File: src/rtl/character_ctrl_pkg.sv
// Shared constants, key codes and state type for the character sprite controller.
// No logic here; the sizing helpers derive counter widths from the sprite geometry.
package char_pkg;

  localparam int SCREEN_W = 640;
  localparam int CH_W     = 23;
  localparam int CH_H     = 30;
  localparam int START_X  = 320;
  localparam int GROUND_Y = 400;
  localparam int X_STEP   = 2;
  localparam int JUMP_V0  = 12;
  localparam int GRAVITY  = 1;
  localparam int ANIM_DIV = 8;
  localparam int N_WALK   = 4;
  localparam int VY_MAX   = 63;

  localparam int FRAME_WORDS = CH_W * CH_H;
  localparam int X_MAX       = SCREEN_W - CH_W;
  localparam int ANIM_W      = $clog2(ANIM_DIV);
  localparam int FIDX_W      = $clog2(N_WALK + 1);

  localparam logic [7:0] KEY_LEFT  = 8'h04;
  localparam logic [7:0] KEY_RIGHT = 8'h07;
  localparam logic [7:0] KEY_JUMP  = 8'h1A;

  typedef enum logic [1:0] {IDLE, WALK, JUMP} move_state_t;

  // frameRAM word address of pixel 0 of animation frame idx
  function automatic logic [11:0] frame_base(input logic [FIDX_W-1:0] idx);
    return 12'(int'(idx) * FRAME_WORDS);
  endfunction

endpackage

File: src/rtl/character_ctrl_if.sv
// Keyboard/vsync inputs and sprite geometry outputs of the character controller.
// slave = controller side, master = the environment driving keys and vsync.
interface character_ctrl_if;
  logic        frame_clk;
  logic [7:0]  keycode;
  logic [9:0]  chX;
  logic [9:0]  chY;
  logic [9:0]  chW;
  logic [9:0]  chH;
  logic [11:0] sprite_base;
  logic        facing_left;
  logic        tick;

  modport slave (
    input  frame_clk, keycode,
    output chX, chY, chW, chH, sprite_base, facing_left, tick
  );

  modport master (
    output frame_clk, keycode,
    input  chX, chY, chW, chH, sprite_base, facing_left, tick
  );
endinterface

File: src/rtl/character_ctrl_frame_tick_sync.sv
// Brings vsync into the Clk domain and emits a one-cycle tick per rising edge.
// tick is high in the cycle after the second sampling edge; no backpressure.
module frame_tick_sync (
  input  logic Clk,
  input  logic Reset,
  input  logic frame_clk,
  output logic tick
);

  logic s1, s2, s3;

  always_ff @(posedge Clk) begin
    if (Reset) begin
      s1 <= 1'b0;
      s2 <= 1'b0;
      s3 <= 1'b0;
    end else begin
      s1 <= frame_clk;
      s2 <= s1;
      s3 <= s2;
    end
  end

  assign tick = s2 & ~s3;

endmodule

File: src/rtl/character_ctrl.sv
// Per-frame sprite motion (walk, jump, gravity, screen clamp) and animation frame select.
// State advances on the edge after tick, i.e. two Clk edges after vsync is first sampled high.
module character_ctrl
  import char_pkg::*;
(
  input  logic             Clk,
  input  logic             Reset,
  character_ctrl_if.slave  bus
);

  logic tick;

  frame_tick_sync u_sync (
    .Clk       (Clk),
    .Reset     (Reset),
    .frame_clk (bus.frame_clk),
    .tick      (tick)
  );

  move_state_t        state, state_n;
  logic [9:0]         ch_x, ch_x_n;
  logic [9:0]         ch_y, ch_y_n;
  logic signed [6:0]  vy, vy_n;
  logic [FIDX_W-1:0]  frame_idx, frame_idx_n;
  logic [ANIM_W-1:0]  anim_cnt, anim_cnt_n;
  logic               facing, facing_n;
  logic               jump_armed, jump_armed_n;
  logic [11:0]        base_q, base_n;

  logic               key_left, key_right, key_jump;
  logic signed [10:0] ny;
  logic signed [7:0]  vy_sum;

  assign key_left  = (bus.keycode == KEY_LEFT);
  assign key_right = (bus.keycode == KEY_RIGHT);
  assign key_jump  = (bus.keycode == KEY_JUMP);

  // Wide signed intermediates so the landing test and the +63 clamp cannot wrap
  assign ny     = $signed({1'b0, ch_y}) + $signed({{4{vy[6]}}, vy});
  assign vy_sum = $signed({vy[6], vy}) + $signed(8'(GRAVITY));

  always_comb begin
    state_n      = state;
    ch_x_n       = ch_x;
    ch_y_n       = ch_y;
    vy_n         = vy;
    frame_idx_n  = frame_idx;
    anim_cnt_n   = anim_cnt;
    facing_n     = facing;
    jump_armed_n = jump_armed;
    base_n       = base_q;

    if (tick) begin
      if (key_left) begin
        ch_x_n   = (ch_x < 10'(X_STEP)) ? 10'd0 : ch_x - 10'(X_STEP);
        facing_n = 1'b1;
      end else if (key_right) begin
        ch_x_n   = (ch_x >= 10'(X_MAX - X_STEP)) ? 10'(X_MAX) : ch_x + 10'(X_STEP);
        facing_n = 1'b0;
      end

      if (!key_jump)
        jump_armed_n = 1'b1;

      case (state)
        IDLE, WALK: begin
          if (key_jump && jump_armed) begin
            state_n      = JUMP;
            vy_n         = 7'(-JUMP_V0);
            jump_armed_n = 1'b0;
          end else if (key_left || key_right) begin
            state_n = WALK;
          end else begin
            state_n = IDLE;
          end
        end
        JUMP: begin
          if (ny >= $signed(11'(GROUND_Y))) begin
            ch_y_n  = 10'(GROUND_Y);
            vy_n    = 7'sd0;
            state_n = (key_left || key_right) ? WALK : IDLE;
          end else begin
            ch_y_n = ny[9:0];
            vy_n   = (vy_sum > $signed(8'(VY_MAX))) ? 7'(VY_MAX) : vy_sum[6:0];
          end
        end
        default: state_n = IDLE;
      endcase

      // Animation follows the state being entered, so the first walk tick already counts
      case (state_n)
        WALK: begin
          if (state == JUMP) begin
            frame_idx_n = '0;
            anim_cnt_n  = '0;
          end else if (anim_cnt == ANIM_W'(ANIM_DIV - 1)) begin
            anim_cnt_n  = '0;
            frame_idx_n = (frame_idx == FIDX_W'(N_WALK - 1)) ? '0 : frame_idx + 1'b1;
          end else begin
            anim_cnt_n  = anim_cnt + 1'b1;
          end
        end
        JUMP: begin
          frame_idx_n = FIDX_W'(N_WALK);
          anim_cnt_n  = '0;
        end
        default: begin
          frame_idx_n = '0;
          anim_cnt_n  = '0;
        end
      endcase

      base_n = frame_base(frame_idx_n);
    end
  end

  always_ff @(posedge Clk) begin
    if (Reset) begin
      state      <= IDLE;
      ch_x       <= 10'(START_X);
      ch_y       <= 10'(GROUND_Y);
      vy         <= 7'sd0;
      frame_idx  <= '0;
      anim_cnt   <= '0;
      facing     <= 1'b0;
      jump_armed <= 1'b1;
      base_q     <= 12'd0;
    end else begin
      state      <= state_n;
      ch_x       <= ch_x_n;
      ch_y       <= ch_y_n;
      vy         <= vy_n;
      frame_idx  <= frame_idx_n;
      anim_cnt   <= anim_cnt_n;
      facing     <= facing_n;
      jump_armed <= jump_armed_n;
      base_q     <= base_n;
    end
  end

  assign bus.chX         = ch_x;
  assign bus.chY         = ch_y;
  assign bus.chW         = 10'(CH_W - 1);
  assign bus.chH         = 10'(CH_H - 1);
  assign bus.sprite_base = base_q;
  assign bus.facing_left = facing;
  assign bus.tick        = tick;

endmodule

File: src/flat_wrapper.sv
// flat-port wrapper written by rule: the top's interface ports become plain ports
module character_ctrl_flat import char_pkg::*;
  (Clk, Reset, bus_frame_clk, bus_keycode, bus_chX, bus_chY, bus_chW, bus_chH, bus_sprite_base, bus_facing_left, bus_tick);
  character_ctrl_if bus_i ();
  input  logic Clk;
  input  logic Reset;
  input wire logic [$bits(bus_i.frame_clk)-1:0] bus_frame_clk;
  input wire logic [$bits(bus_i.keycode)-1:0] bus_keycode;
  output wire logic [$bits(bus_i.chX)-1:0] bus_chX;
  output wire logic [$bits(bus_i.chY)-1:0] bus_chY;
  output wire logic [$bits(bus_i.chW)-1:0] bus_chW;
  output wire logic [$bits(bus_i.chH)-1:0] bus_chH;
  output wire logic [$bits(bus_i.sprite_base)-1:0] bus_sprite_base;
  output wire logic [$bits(bus_i.facing_left)-1:0] bus_facing_left;
  output wire logic [$bits(bus_i.tick)-1:0] bus_tick;
  assign bus_i.frame_clk = bus_frame_clk;
  assign bus_i.keycode = bus_keycode;
  assign bus_chX = bus_i.chX;
  assign bus_chY = bus_i.chY;
  assign bus_chW = bus_i.chW;
  assign bus_chH = bus_i.chH;
  assign bus_sprite_base = bus_i.sprite_base;
  assign bus_facing_left = bus_i.facing_left;
  assign bus_tick = bus_i.tick;
  character_ctrl u_core (.Clk(Clk), .Reset(Reset), .bus(bus_i));
endmodule
File: config.mk
export PLATFORM = sky130hd
export DESIGN_NAME = character_ctrl_flat
export DESIGN_NICKNAME = d
export VERILOG_FILES = /design/src/rtl/character_ctrl_pkg.sv /design/src/rtl/character_ctrl_if.sv /design/src/rtl/character_ctrl_frame_tick_sync.sv /design/src/rtl/character_ctrl.sv /design/src/flat_wrapper.sv
export SDC_FILE = /design/constraint.sdc
export NUM_CORES = 1
export LEC_CHECK = 0
export BUFFER_PORTS_ARGS = -buffer_cell sky130_fd_sc_hd__buf_4
export CAP_MARGIN = 20
export CORE_MARGIN = 2
export CORE_UTILIZATION = 50
export CTS_BUF_LIST = sky130_fd_sc_hd__clkbuf_4 sky130_fd_sc_hd__clkbuf_8
export CTS_CLUSTER_DIAMETER = 60
export DETAILED_ROUTE_END_ITERATION = 7
export PLACE_DENSITY_LB_ADDON = 0.25
export SLEW_MARGIN = 15
export SYNTH_ARGS = -nofsm -noshare
export SYNTH_HDL_FRONTEND = slang
export SYNTH_SLANG_ARGS = --single-unit
File: constraint.sdc
create_clock -name Clk -period 8.9 [get_ports Clk]
set_input_delay 1.78 -clock Clk [delete_from_list [all_inputs] [get_ports Clk]]
set_output_delay 1.78 -clock Clk [all_outputs]
set_load 0.05 [all_outputs]
==> results.yml <==
outcome:
  status: "finished, final reports clean"
timing:
  report.final.slew_viol_count: 0
  rsz0062_at_grt: "no"
  hold_viol: 0
  period_share_pct: 56.9
  worst_pin_slew_ps: 975
  skew_ps: 10.6
  fin_tns_setup_ps: 0
  period_needed_ps: 5060
  setup_viol: 0
  slew_headroom_pct: 35.0
  max_freq_ghz: 0.197
die:
  start_util_pct: 52.1
  die_y_um: 85.8
  dieArea_um2: 7360
  die_w_um: 85.8
  rows: 29
  ios: 65
  coreArea_um2: 6420
clocking:
  insertion_delay_ps: 320
  numCtsBuffers: 5
  cts_repair_resize_count: 0
  htree_levels: 2
  cts_tree: "yes"
  clockBufferDepth: 2
  postCtsHoldBufs: 0
  root_buffer: "clkbuf_8"
  clock_sinks: 47
  post-cts-setup-buffer-count: 0
  clk_pin_slew_ps: 100
logic_synthesis:
  syn_avg_cell_area_um2: 7.92
  synth_top_cell_area_share_pct: 28.1
  synthCells: 422
  yosysMostFrequentCell: "dfxtp_1"
  synth_mux_area_share_pct: 0.337
  ys_top_cells_by_count: "dfxtp_1, a21oi_1, nand2_1, nor2_1, ha_1"
  synth_edf_count: 0
  yosys.area_share.simple_pct: 23.8
  ys_seq_elements: 47
  ys_warn_count: 0
  yosys.area.top_type: "dfxtp_1"
  synth_xor_area_share_pct: 2.88
  ys_seq_area_share_pct: 28.1
  syn_area_um2: 3340
  synth_compound_area_share_pct: 26.0
  synth_area_leaders: "dfxtp_1, ha_1, a21oi_1, buf_4, nand2_1"
  ys_dominant_reg_cell: "dfxtp_1"
  synth_cell_type_count: 64
  synth_top_family_by_area: "compound AO/OA/AOI/OAI gates"
  synth_adder_area_share_pct: 10.2
  ys_async_sr_fraction_pct: 0
placed_design:
  port_buffers: 43
  gp_congestion: 0.879
  place_hpwl_mm: 5.62
global_routing:
  grt_overflow_total: 0
  first_global_vias: 2717
  grt_antenna_before_repair: 0
  grt_max_degree: 38
  globalRouteTotalUtil_pct: 21.0
  grt_pass1_wl_mm: 12.8
routing:
  drt_pass1_iterations: 7
  final_antenna_net_count: 0
  wire_per_inst_um: 14.7
  drt_iter0_drc: 241
  detail_route.vias_per_cell: 6.06
  num_vias: 3219
  routed_wl_mm: 7.81
  drcViolationCount: 0
critical_path:
  r2r-end: "u_core.bus.sprite_base[9]$_SDFFE_PP0P_"
  worstSetupPathType: "flop to flop"
  cp-startpoint: "u_core.vy[0]$_SDFFE_PP0P_"
  crit_end: "u_core.bus.sprite_base[9]$_SDFFE_PP0P_"
  cp-start-kind: "flop"
  rrSetupSlack_ps: 3840
  reg2reg_depth: 18
  cp-end-kind: "flop"
  cp_max_fo: 10
  arrival_ps: 5260
  cp_data_required_time_ps: 9100
  r2r_start: "u_core.vy[0]$_SDFFE_PP0P_"
power:
  p_leak_nw: 1.49
  vdd_drop_max_v: 0.0000742
  p_per_area_nw_per_um2: 112
layout:
  layout.nets: 490
  n_antenna_cell: 0
  layout-drive-gt1-share_pct: 13.7
  regArea_um2: 941
  area_growth_pct: 11.2
  fin_util_pct: 57.9
  multi_input_area_um2: 2190
  fillers: 614
flow_run:
  maxCapViolCount: 0
worst_hold_path:
  hold_path.class: "flop to flop"
==> through the flow <==
stage	hold slack, ps	setup WS [ps]	total power, mW	instances	instance area [um2]
final	465	3840	0.414	531	3720
after global routing	483	3480	0.428	531	3720
after CTS	468	3860	0.418	530	3710
after detailed placement	449	3650	0.254	522	3590
after global placement	445	3800	0.254	522	3590
after floorplan	414	4090	0.254	441	3410
==> cell families (layout without fill, tap and decap cells) <==
| kind of cell | after synthesis | in the layout |
|---|---|---|
| and+or+nand+nor | 157 | 157 |
| AOI/OAI and AO/OA | 128 | 128 |
| buffers and inverters | 50 | 63 |
| DFF | 47 | 47 |
| adders and majority gates | 26 | 26 |
| xor gates and xnor gates | 11 | 11 |
| other | 2 | 21 |
| muxes | 1 | 1 |
==> metal layers <==
metal,GRT usage [%],part of all wire [%],vias up
met5,0,0,-
met4,6.06,1.4,0
met3,2.69,4.2,11
met2,35.7,48,105
met1,28.1,47,1529
li1,-,-,1574
==> layout make-up <==
type | instances | share of cell area (%)
Tap cell | 77 | 2.59
Clock buffer | 5 | 1.85
Timing Repair Buffer | 44 | 8.89
Clock inverter | 3 | 1.25
Multi-Input combinational cell | 344 | 59.0
Sequential cell | 47 | 25.3
Inverter | 11 | 1.11
==> cell usage in the layout (no fill, tap or decap), types with 4 or more instances in the layout <==
| cell type | instances |
|---|---|
| a22o_1 | 6 |
| conb_1 | 21 |
| nor2_1 | 32 |
| xor2_1 | 4 |
| nand4_1 | 5 |
| nand2_1 | 44 |
| ha_1 | 24 |
| dfxtp_1 | 47 |
| o21ai_0 | 16 |
| inv_1 | 10 |
| buf_4 | 43 |
| nor2b_1 | 12 |
| o22ai_1 | 6 |
| a31oi_1 | 4 |
| nand3_1 | 17 |
| and3_1 | 6 |
| a21o_1 | 4 |
| nor3_1 | 13 |
| clkbuf_8 | 5 |
| xnor2_1 | 7 |
| nand3b_1 | 4 |
| nand2b_1 | 4 |
| a21oi_1 | 46 |
| a211oi_1 | 10 |
==> how the worst min path moves through the flow <==
stage / cells after the start / slack, ps / startpoint / end
2_1_floorplan: 1 / 410 / u_core.u_sync.s1$_SDFF_PP0_ / u_core.u_sync.s2$_SDFF_PP0_
3_3_place_gp: 2 / 450 / u_core.bus.sprite_base[9]$_SDFFE_PP0P_ / u_core.bus.sprite_base[9]$_SDFFE_PP0P_
3_5_place_dp: 1 / 450 / u_core.u_sync.s1$_SDFF_PP0_ / u_core.u_sync.s2$_SDFF_PP0_
4_1_cts: 2 / 470 / u_core.bus.facing_left$_SDFFE_PP0P_ / u_core.bus.facing_left$_SDFFE_PP0P_
5_1_grt: 1 / 480 / u_core.u_sync.s1$_SDFF_PP0_ / u_core.u_sync.s2$_SDFF_PP0_
6_report: 2 / 470 / u_core.bus.facing_left$_SDFFE_PP0P_ / u_core.bus.facing_left$_SDFFE_PP0P_
==> sequential cells by signal, summed over array words and instances, names as in the netlist <==
name and flops:
u_core.bus.chX 10, u_core.bus.chY 10, u_core.bus.sprite_base 8, u_core.vy 7, u_core.anim_cnt 3, u_core.frame_idx 2, u_core.state 2, u_core.bus.facing_left 1
u_core.jump_armed 1, u_core.u_sync.s1 1, u_core.u_sync.s2 1, u_core.u_sync.s3 1
==> worst max-delay path, cell delays in order (launching register included) <==
cell      delay [ps]
dfxtp_1          370
ha_1             250
fa_1             410
a21o_1           240
a221oi_4         320
o22ai_1          130
xnor2_1          700
and2_4           330
o22a_1           130
ha_1             190
nand2_1          120
nor3_1           380
ha_1             380
ha_1             320
a21oi_1          120
nor2b_1           80
or3_1            300
nand3_1           90
a21oi_1           80
==> power breakdown <==
part	internal, mW	switching (mW)
sequential	0.211	0.000551
clock	0.0847	0.0805
combinational	0.00580	0.0315
Power figures use the tool's default switching activity.
